$ cat config.mk
export PLATFORM = sky130hd
export DESIGN_NAME = accu_sched
export DESIGN_NICKNAME = d
export VERILOG_FILES = /design/src/rtl/accu_sched.sv
export SDC_FILE = /design/constraint.sdc
export NUM_CORES = 1
export LEC_CHECK = 0
export BUFFER_PORTS_ARGS = -buffer_cell sky130_fd_sc_hd__buf_2
export CORE_UTILIZATION = 40
export DETAILED_ROUTE_END_ITERATION = 8
export GPL_ROUTABILITY_DRIVEN = 0
export PLACE_DENSITY = 0.71
export RECOVER_POWER = 100
export SYNTH_ARGS = -nofsm -noshare
export SYNTH_HDL_FRONTEND = slang
export SYNTH_SLANG_ARGS = --single-unit
$ cat constraint.sdc
create_clock -name clk -period 1.9 [get_ports clk]
set_clock_uncertainty 0.2 [all_clocks]
set_input_delay 0 -clock clk [delete_from_list [all_inputs] [get_ports clk]]
set_output_delay 0 -clock clk [all_outputs]
set_load 0.01 [all_outputs]
$ cat src/rtl/accu_sched.sv
// rtl/accu_sched.sv - round-robin scheduler sharing one group accumulator among requesters
module accu_sched #(
  parameter int NUM_REQ  = 4,
  parameter int ID_W     = 2,
  parameter int GROUP    = 4,
  parameter int WAIT_MAX = 15
) (
  input  logic                 clk,
  input  logic                 rst,
  input  logic [NUM_REQ-1:0]   req_valid,
  input  logic [8*NUM_REQ-1:0] req_data,
  output logic [NUM_REQ-1:0]   req_ready,
  output logic                 acc_valid_in,
  output logic [7:0]           acc_data_in,
  input  logic                 acc_valid_out,
  input  logic [9:0]           acc_data_out,
  output logic                 res_valid,
  output logic [9:0]           res_data,
  output logic [ID_W-1:0]      res_id,
  output logic                 busy,
  output logic                 err
);

  localparam int BW = $clog2(GROUP + 1);
  localparam int WW = $clog2(WAIT_MAX + 1);
  localparam logic [BW-1:0]   LAST_BEAT = BW'(GROUP - 1);
  localparam logic [WW-1:0]   LAST_WAIT = WW'(WAIT_MAX - 1);
  localparam logic [ID_W-1:0] LAST_ID   = ID_W'(NUM_REQ - 1);

  typedef enum logic [1:0] {IDLE, GRANT, WAIT} state_t;

  state_t          state, state_nx;
  logic [ID_W-1:0] ptr, grant, pick, grant_inc;
  logic            found;
  logic [BW-1:0]   beat_cnt;
  logic [WW-1:0]   wait_cnt;
  logic [7:0]      sel_data;
  logic            sel_valid, hs, last_beat, timeout;

  // Two passes: lowest valid overall, then overridden by lowest valid at/above ptr.
  always_comb begin
    pick  = '0;
    found = 1'b0;
    for (int i = NUM_REQ - 1; i >= 0; i--) begin
      if (req_valid[i]) begin
        pick  = ID_W'(i);
        found = 1'b1;
      end
    end
    for (int i = NUM_REQ - 1; i >= 0; i--) begin
      if (req_valid[i] && (ID_W'(i) >= ptr)) pick = ID_W'(i);
    end
  end

  always_comb begin
    req_ready = '0;
    sel_data  = '0;
    sel_valid = 1'b0;
    for (int i = 0; i < NUM_REQ; i++) begin
      if (grant == ID_W'(i)) begin
        req_ready[i] = (state == GRANT);
        sel_data     = req_data[8*i +: 8];
        sel_valid    = req_valid[i];
      end
    end
  end

  assign hs        = (state == GRANT) && sel_valid;
  assign last_beat = (beat_cnt == LAST_BEAT);
  assign timeout   = (wait_cnt == LAST_WAIT);
  assign grant_inc = (grant == LAST_ID) ? '0 : grant + 1'b1;
  assign busy      = (state != IDLE);

  always_comb begin
    state_nx = state;
    case (state)
      IDLE:    if (found) state_nx = GRANT;
      GRANT:   if (hs && last_beat) state_nx = WAIT;
      WAIT:    if (acc_valid_out || timeout) state_nx = IDLE;
      default: state_nx = IDLE;
    endcase
  end

  always_ff @(posedge clk or posedge rst) begin
    if (rst) state <= IDLE;
    else     state <= state_nx;
  end

  always_ff @(posedge clk or posedge rst) begin
    if (rst) begin
      ptr          <= '0;
      grant        <= '0;
      beat_cnt     <= '0;
      wait_cnt     <= '0;
      acc_valid_in <= 1'b0;
      acc_data_in  <= '0;
      res_valid    <= 1'b0;
      res_data     <= '0;
      res_id       <= '0;
      err          <= 1'b0;
    end else begin
      acc_valid_in <= 1'b0;
      res_valid    <= 1'b0;
      err          <= 1'b0;
      case (state)
        IDLE: begin
          beat_cnt <= '0;
          if (found) grant <= pick;
          if (acc_valid_out) err <= 1'b1;
        end
        GRANT: begin
          if (hs) begin
            acc_valid_in <= 1'b1;
            acc_data_in  <= sel_data;
            beat_cnt     <= beat_cnt + 1'b1;
          end
          if (hs && last_beat) wait_cnt <= '0;
          if (acc_valid_out) err <= 1'b1;
        end
        WAIT: begin
          wait_cnt <= wait_cnt + 1'b1;
          // A result arriving on the timeout cycle still counts as a result.
          if (acc_valid_out) begin
            res_valid <= 1'b1;
            res_data  <= acc_data_out;
            res_id    <= grant;
            ptr       <= grant_inc;
          end else if (timeout) begin
            err <= 1'b1;
            ptr <= grant_inc;
          end
        end
        default: ;
      endcase
    end
  end

endmodule

Word level (Yosys, flattened, before mapping) --
Index checks and enable logic that the tools add are counted.
Storage, ports and cells: flip-flop bits (word level) 36, bits of input ports 49, output and inout port bits 28, word-level logic and storage cells 92
Operators by class: add/subtract/negate cells 3, order comparisons 4, equality and inequality tests 11, muxes and demuxes 42, reductions and logical operators 21
Operator list (count):
- 8-bit 2-to-1 mux | 4
- 2-bit 2-to-1 mux | 14
- 1-bit 2-to-1 mux | 18
- 2-bit AND reduction | 6
- 4-bit case mux with 2 select lines | 1
- 2-bit nonzero test | 4
- 2-bit == test, second input constant | 3
- 1-bit logical AND | 6
- 2-bit != test, second input constant | 3
- 2-bit case mux with 3 select lines | 1
- 3-bit case mux with 2 select lines | 1
- 4-bit by 1-bit adder with 4-bit output, second input constant | 1
- 2-bit by 1-bit == test with 1-bit output, second input constant | 2
- 4-bit == test, second input constant | 1
- 1-bit by 2-bit greater-or-equal comparator with 1-bit output, first input constant | 2
- 2-bit greater-or-equal comparator, first input constant | 2
- 2-bit zero test | 2
- 4-bit 2-to-1 mux | 1
- 3-bit by 1-bit adder with 3-bit output, second input constant | 1
- 3-bit by 2-bit == test with 1-bit output, second input constant | 1
- 3-bit 2-to-1 mux | 1
- 3-bit AND reduction | 1
- 2-bit by 1-bit adder with 2-bit output, second input constant | 1
- 2-bit by 1-bit != test with 1-bit output, second input constant | 1
- 3 further kinds | 3

Longest topological paths before layout --
Gate-level depths: netlist (run 1).
depth in word-level cells 9, mapped depth 8, depth with buffers taken out 6

Least setup slack after synthesis (run 1) --
OpenSTA, ideal clock, no wires.
kind reg2reg, start point register grant[1], end point register acc_data_in[0], arrival time 1.729 ns, required time 1.575 ns, path slack -0.154 ns, cell stages (with the launch flop) 8, path buffers 1, period minus slack after synthesis 2.054 ns, cells stage by stage dfrtp_1 inv_1 ha_1 and2b_1 a21oi_4 nor3_4 buf_6 mux2_4
On the way: longest elaborated chain between the ends 7, elaborated cells on any way between the ends 14, those cells by class eq/ne: 3; mux: 8; reduce/logical: 3
RTL lines:
- start, declared | RTL line 33 | logic [ID_W-1:0] ptr, grant, pick, grant_inc;
- start signal, assigned | RTL line 108 | if (found) grant <= pick;
- 2-bit zero test | RTL line 60 | if (grant == ID_W'(i)) begin
- 1-bit 2-to-1 mux (4 in series) | RTL line 60
- 1-bit logical AND | RTL line 68 | assign hs = (state == GRANT) && sel_valid;
- 2-bit AND reduction (no line)
- end signal, assigned | RTL line 114 | acc_data_in <= sel_data;
- end, declared | RTL line 14 | output logic [7:0] acc_data_in,
Parallel ways exist; a longest one is shown, timed or not. A chain may end at the register's enable or synchronous reset.

Worst setup path in the final report (run 1) --
start point register grant[1], end point register acc_data_in[3]
The elaborated chain is that of the path after synthesis.

==> run metrics, run 1 <==
outcome finished, violations left; failing checks design-rule violations, negative setup slack; clk sinks 36; Slew Limit Headroom 0.4135; Final setup viols 9; Leak around 1.4 nW; core footprint about 4400 sq um; DRT Pass-1 Iters 7; # IOs slightly below 80; DR vias roughly 1900; # H-tree levels 2; Period Utilization, post-route 1.047; I/O Buffers 76; most common cell after layout, fill and taps aside buf_2; Syn Inst Count about 170; post-synthesis register bit count 36; Max Cap Viol 0; setup TNS -0.5064 ns; remaining antenna violation count 0; Most used DFF post-synth dfrtp_1; Die Ht 70.86 um; setup ws final -0.08858 ns; nets@finish between 300 and 400; startpoint types flip-flop; clk buf depth 2; power density over cell area ~1500 nW/um^2; number of global-route vias before repair ~1800; post-synth top area share 0.4749; hold violation count in the final report 0; metal2 WL approximately 2.6 mm; die area approximately 5000 sq um; Mean Syn Cell Area 10.96 sq um; post-synth top area cell dfrtp_1; Final HPWL DP 3.476 mm; worst hold slack a little under 0.008 ns; Async SR Flop Fraction 1.000; GRT Total Usage 0.2132; RSZ-0062 raised after global routing true; Peak VDD IR between 0.0006 and 0.0007 V; CTS Root Cell clkbuf_8; Worst EP required roughly 1.9 ns; TritonCTS buffer count 5; top routing layer used met4; Final Instance Count excl. Fillers approximately 360; Hold WC Path Type in2reg; Crit Path Class reg2reg; Fill cells between 300 and 400; Area contributors post-synth dfrtp_1 (47%), mux2_2 (8.9%), ha_1 (5.3%); diode count 0; WL per Instance 14.31 um; total global routing overflow 0; Routed WL 5.165 mm; crit-path max FO 5; Worst EP arrival 1.96 ns; Clock Latency Late Sink about 0.28 ns; first-pass GRT wire length between 8 and 9 mm; Via-to-Cell Ratio 5.194; Seq/Total Area, Yosys 0.4749; antenna violations before repair 0; post-synthesis cell type count 42; number of synthesized flops with an enable pin 0; DRT met1 WL around 2.2 mm; TritonCTS clock tree done; largest net degree at the start of global routing 37; min Tclk post-route around 2.0 ns; worst slew pin tran 0.8797 ns; Die W between 70 and 80 um; Starting Density 0.4268; Mapped Nets 230; Placed Cells approximately 320; Tot Pwr 4.322 mW; Post-Syn Area about 1900 sq um; synthesis warning total 0; DRC violations left 22; Area Overhead vs Synth 57.12%; share of layout cells above drive strength 1 0.4045; CTS clk-pin slew, worst paths 0.07 ns; commonest cells after routing, fill and taps aside buf_2 (52), dfrtp_1 (34), dlygate4sd3_1 (30); element type at the critical path end flip-flop; routed wl met3 about 390 um; 1st-iter DRT viols about 110; fin. max-slew vios 0; Post-Place Setup Slack -0.2963 ns; num rows 24; Max Fclk roughly 0.50 GHz
==> final cells by class <==
cell class,instances,area (sq um),share of cell area
well taps,52,65.06,0.02183
multi-input cells,122,1027,0.3447
flip-flops and latches,36,903.4,0.3031
repair buffers,132,844.6,0.2834
clock inverters,1,7.507,0.002519
inverters,11,46.29,0.01553
clock buffers,7,86.33,0.02897
==> repair_timing <==
action	4_1_cts	5_1_grt
hold buffers	29	1
pin swaps	5	4
buffers inserted	5	0
hold endpoints to repair	58	1
gates resized for setup	12	14
endpoints found under the setup margin	17	18
==> sequential cells by signal, indices dropped and copies added (netlist names) <==
| name | cells |
|---|---|
| wait_cnt | 4 |
| acc_valid_in | 1 |
| err | 1 |
| res_valid | 1 |
| res_id | 2 |
| grant | 2 |
| res_data | 10 |
| ptr | 2 |
| acc_data_in | 8 |
| beat_cnt | 3 |
| state | 2 |
==> Yosys cell counts (all sizes together), types with 2 or more instances <==
library cell and count:
dfrtp 36, mux2 19, a21oi 14, nand2 13, inv 11, o22ai 10, nor2 9, ha 8
o21ai 7, a22oi 5, a31oi 4, and2 3, buf 3, nand3b 3, o211ai 3, nand2b 2
nor2b 2, or2 2, xor2 2
==> kinds of logic (layout without fill, tap and decap cells) <==
family / count (synthesis) / in the layout / synth area share
xor+xnor: 2 / 2 / 0.009237
fa+ha+maj: 8 / 8 / 0.05277
mux: 19 / 19 / 0.1207
simple gates: 39 / 39 / 0.1082
flops: 36 / 36 / 0.4749
buf+inv: 15 / 151 / 0.03825
compound gates: 54 / 54 / 0.1959
==> per-stage QoR <==
stage / util / cell area [sq um]
floorplan: - / 1903
global placement: 0.5569 / 2475
detailed placement: 0.5569 / 2475
CTS: 0.6636 / 2949
global route: 0.6706 / 2980
finish: 0.6706 / 2980
==> metal layers <==
metal	global-route usage	vias to the layer above
met1	0.2616	887
li1	-	900
met5	0	-
met4	0.04667	0
met3	0.05413	7
met2	0.3793	81
==> power by group <==
| group | total, mW | switching, mW | leakage [nW] | internal, mW |
|---|---|---|---|---|
| Sequential | 1.33 | 0.233 | 0.463 | 1.10 |
| Clock | 0.559 | 0.265 | 0.0445 | 0.294 |
| Combinational | 2.43 | 1.14 | 0.901 | 1.29 |
==> worst paths after layout <==
check | from | end | slack [ns] | cells after the start
worst max-delay path | grant[1] | acc_data_in[3] | -0.09 | 7
worst min-delay path | req_data[28] | acc_data_in[4] | 0.008 | 4
worst max register to register | grant[1] | acc_data_in[3] | -0.09 | 7
worst min register to register | res_id[0] | res_id[0] | 0.30 | 2
max in group asynchronous | rst | grant[0] | 0.58 | 4
min in group asynchronous | rst | res_data[9] | 0.32 | 4
==> critical path, stage by stage (launching register included) <==
cell and delay [ns]:
dfrtp_2 0.47, inv_4 0.10, ha_4 0.13, and2b_2 0.24, buf_4 0.16, a22oi_1 0.19
a21oi_1 0.12, mux2_4 0.26
(Power assumes the default switching activity.)
==> run 2: changes to the inputs <==
--- a/config.mk
+++ b/config.mk
@@ -6,11 +6,12 @@
 export NUM_CORES = 1
 export LEC_CHECK = 0
 export BUFFER_PORTS_ARGS = -buffer_cell sky130_fd_sc_hd__buf_2
-export CORE_UTILIZATION = 40
+export CORE_UTILIZATION = 43
 export DETAILED_ROUTE_END_ITERATION = 8
 export GPL_ROUTABILITY_DRIVEN = 0
-export PLACE_DENSITY = 0.71
+export PLACE_DENSITY = 0.75
 export RECOVER_POWER = 100
+export SKIP_LAST_GASP = 1
 export SYNTH_ARGS = -nofsm -noshare
 export SYNTH_HDL_FRONTEND = slang
 export SYNTH_SLANG_ARGS = --single-unit
==> run metrics, run 2 (synthesis results as in run 1) <==
clk sinks 36 (unchanged); total global routing overflow 0 (unchanged); # H-tree levels 2 (unchanged); crit-path max FO 12 (was 5); Final Instance Count excl. Fillers 372 (was 361); Leak 1.459 nW (was 1.408 nW); outcome finished, violations left (unchanged); 1st-iter DRT viols 79 (was 107); Fill cells 287 (was 338); Worst EP arrival 2.00 ns (was 1.96 ns); min Tclk post-route 2.023 ns (was 1.989 ns); first-pass GRT wire length 8.335 mm (was 8.259 mm); Crit Path Class reg2reg (unchanged); Final setup viols 12 (was 9); Peak VDD IR 0.0007131 V (was 0.0006871 V); TritonCTS buffer count 5 (unchanged); worst hold slack 0.01519 ns (was 0.007810 ns); DRC violations left 0 (was 22); element type at the critical path end flip-flop (unchanged); number of global-route vias before repair 1841 (was 1807); largest net degree at the start of global routing 37 (unchanged); WL per Instance 15.34 um (was 14.31 um); setup TNS -1.061 ns (was -0.5064 ns); diode count 0 (unchanged); max incr delay on CP 0.41 ns (was 0.47 ns); biggest regs res_data: 10 flops, acc_data_in: 8 flops, wait_cnt: 4 flops (unchanged); number of flip-flops under the largest register name 10 (unchanged); fin. max-slew vios 0 (unchanged); Period Utilization, post-route 1.065 (was 1.047); Top reg by flops res_data (unchanged); Slew Limit Headroom 0.4152 (was 0.4135); Placed Cells 317 (was 318); commonest cells after routing, fill and taps aside buf_2 (52), dlygate4sd3_1 (43), dfrtp_1 (34) (was buf_2 (52), dfrtp_1 (34), dlygate4sd3_1 (30)); # IOs 77 (unchanged); Max Cap Viol 0 (unchanged); Final Cell Area 3069 sq um (was 2980 sq um); reg-to-reg startpoint grant[1] (unchanged); reg2reg end acc_data_in[4] (was acc_data_in[3]); Via-to-Cell Ratio 5.167 (was 5.194); Area Overhead vs Synth 61.81% (was 57.12%); placed cell areas 2492 sq um (was 2475 sq um); Worst Setup EP acc_data_in[4] (was acc_data_in[3]); Max Fclk 0.4944 GHz (was 0.5029 GHz); Clock Latency Late Sink 0.29 ns (was 0.28 ns); startpoint types flip-flop (unchanged); RSZ-0062 raised after global routing true (unchanged); hold violation count in the final report 0 (unchanged); CP max stage cell dfrtp_2 (unchanged); power density over cell area 1423 nW/um^2 (was 1450 nW/um^2); Die W 68.42 um (was 70.86 um); core footprint 4115 sq um (was 4444 sq um); I/O Buffers 76 (unchanged); remaining antenna violation count 0 (unchanged); Worst Setup SP grant[1] (unchanged); worst reg-to-reg setup slack -0.12 ns (was -0.09 ns); Cell Chain, Critical Path inv_2 -> ha_4 -> and2b_2 -> a21oi_4 -> nor3_4 -> buf_12 -> mux2_2 (was inv_4 -> ha_4 -> and2b_2 -> buf_4 -> a22oi_1 -> a21oi_1 -> mux2_4); FF-to-FF path depth 7 (unchanged); multi-input logic area 972.2 sq um (was 1027 sq um); clk buf depth 2 (unchanged); TritonCTS clock tree done (unchanged); CTS clk-pin slew, worst paths 0.07 ns (about the same); Hold WC Path Type in2reg (unchanged); antenna violations before repair 0 (unchanged); nets@finish 378 (was 365); share of layout cells above drive strength 1 0.3727 (was 0.4045); worst slew pin tran 0.8772 ns (was 0.8797 ns); Reg area 903.4 sq um (unchanged); Routed WL 5.705 mm (was 5.165 mm); DRT Pass-1 Iters 4 (was 7); CTS Root Cell clkbuf_8 (unchanged); Starting Density 0.4609 (was 0.4268); Final HPWL DP 3.548 mm (was 3.476 mm); failing checks negative setup slack (was design-rule violations, negative setup slack); die area 4681 sq um (was 5021 sq um); setup ws final -0.1229 ns (was -0.08858 ns); GRT Total Usage 0.2509 (was 0.2132); num rows 23 (was 24); DR vias 1922 (was 1875); most common cell after layout, fill and taps aside buf_2 (unchanged); Worst EP required 1.87 ns (about the same); final core occ 0.7458 (was 0.6706); Die Ht 68.42 um (was 70.86 um)
## run 2: cell types whose count changed in the layout (fill, tap and decap cells not counted), moves of 2 or more
cell and delta:
dlygate4sd3_1 +13, mux2_2 +4, mux2_4 -4, and2_0 -3
and2_1 +3, buf_4 +3, buf_6 -3, a21oi_1 +2
a21oi_2 -2
## run 2: final cells by class
| type | instances | share of cell area |
|---|---|---|
| clock buffer | 6 | 0.02364 |
| clock inverter | 2 | 0.01141 |
| inverter | 11 | 0.01427 |
| multi-input combinational | 122 | 0.3168 |
| sequential | 36 | 0.2943 |
| tap | 50 | 0.02038 |
| timing repair buffer | 145 | 0.3192 |
## run 2: critical path, delay by kind of cell (launching register included)
| kind | cells | cell delay [ns] |
|---|---|---|
| buffers and inverters | 2 | 0.27 |
| adder cells (fa/ha/maj) | 1 | 0.18 |
| flip-flops | 1 | 0.41 |
| multiplexers | 1 | 0.33 |
| AO/OA/AOI/OAI | 1 | 0.08 |
| AND/OR/NAND/NOR | 2 | 0.45 |
## run 2: through the flow
step	setup slack [ns]	power, mW
floorplan	-0.1179	2.633
global placement	-0.06280	3.418
detailed placement	-0.1204	3.479
CTS	-0.1204	4.333
global route	-0.1837	4.659
finish	-0.1229	4.368
## run 2: report_power, final
part / total, mW / internal, mW / switching, mW / leakage (nW)
clock network: 0.659 / 0.389 / 0.270 / 0.0552
registers: 1.35 / 1.10 / 0.252 / 0.463
logic: 2.36 / 1.25 / 1.11 / 0.941
total: 4.37 / 2.74 / 1.63 / 1.46
## run 2: how the worst min path moves through the flow
stage | cells past startpoint | endpoint | from | slack, ns
5_1_grt | 4 | acc_data_in[0] | req_data[8] | 0.03
3_5_place_dp | 3 | res_data[4] | rst | -0.07
4_1_cts | 4 | acc_data_in[0] | req_data[8] | 0.0009
3_3_place_gp | 3 | res_data[4] | rst | -0.08
2_1_floorplan | 1 | res_data[0] | acc_data_out[0] | -0.05
6_report | 4 | acc_data_in[5] | req_data[5] | 0.02
## run 2: metal layers
layer	wire length (um)	vias up	GRT usage
li1	-	923	-
met1	2410	897	0.2844
met2	2819	92	0.4596
met3	398	10	0.05167
met4	77	0	0.08854
met5	0	-	0
## run 2: repair_timing
| action | 4_1_cts | 5_1_grt |
|---|---|---|
| resized for setup | 5 | 6 |
| gates cloned | 0 | 0 |
| hold buffers | 43 | 0 |
| setup endpoints to repair | 12 | 15 |
| setup buffers | 3 | 1 |
| endpoints found under the hold margin | 58 | 0 |
| pin swaps | 2 | 1 |
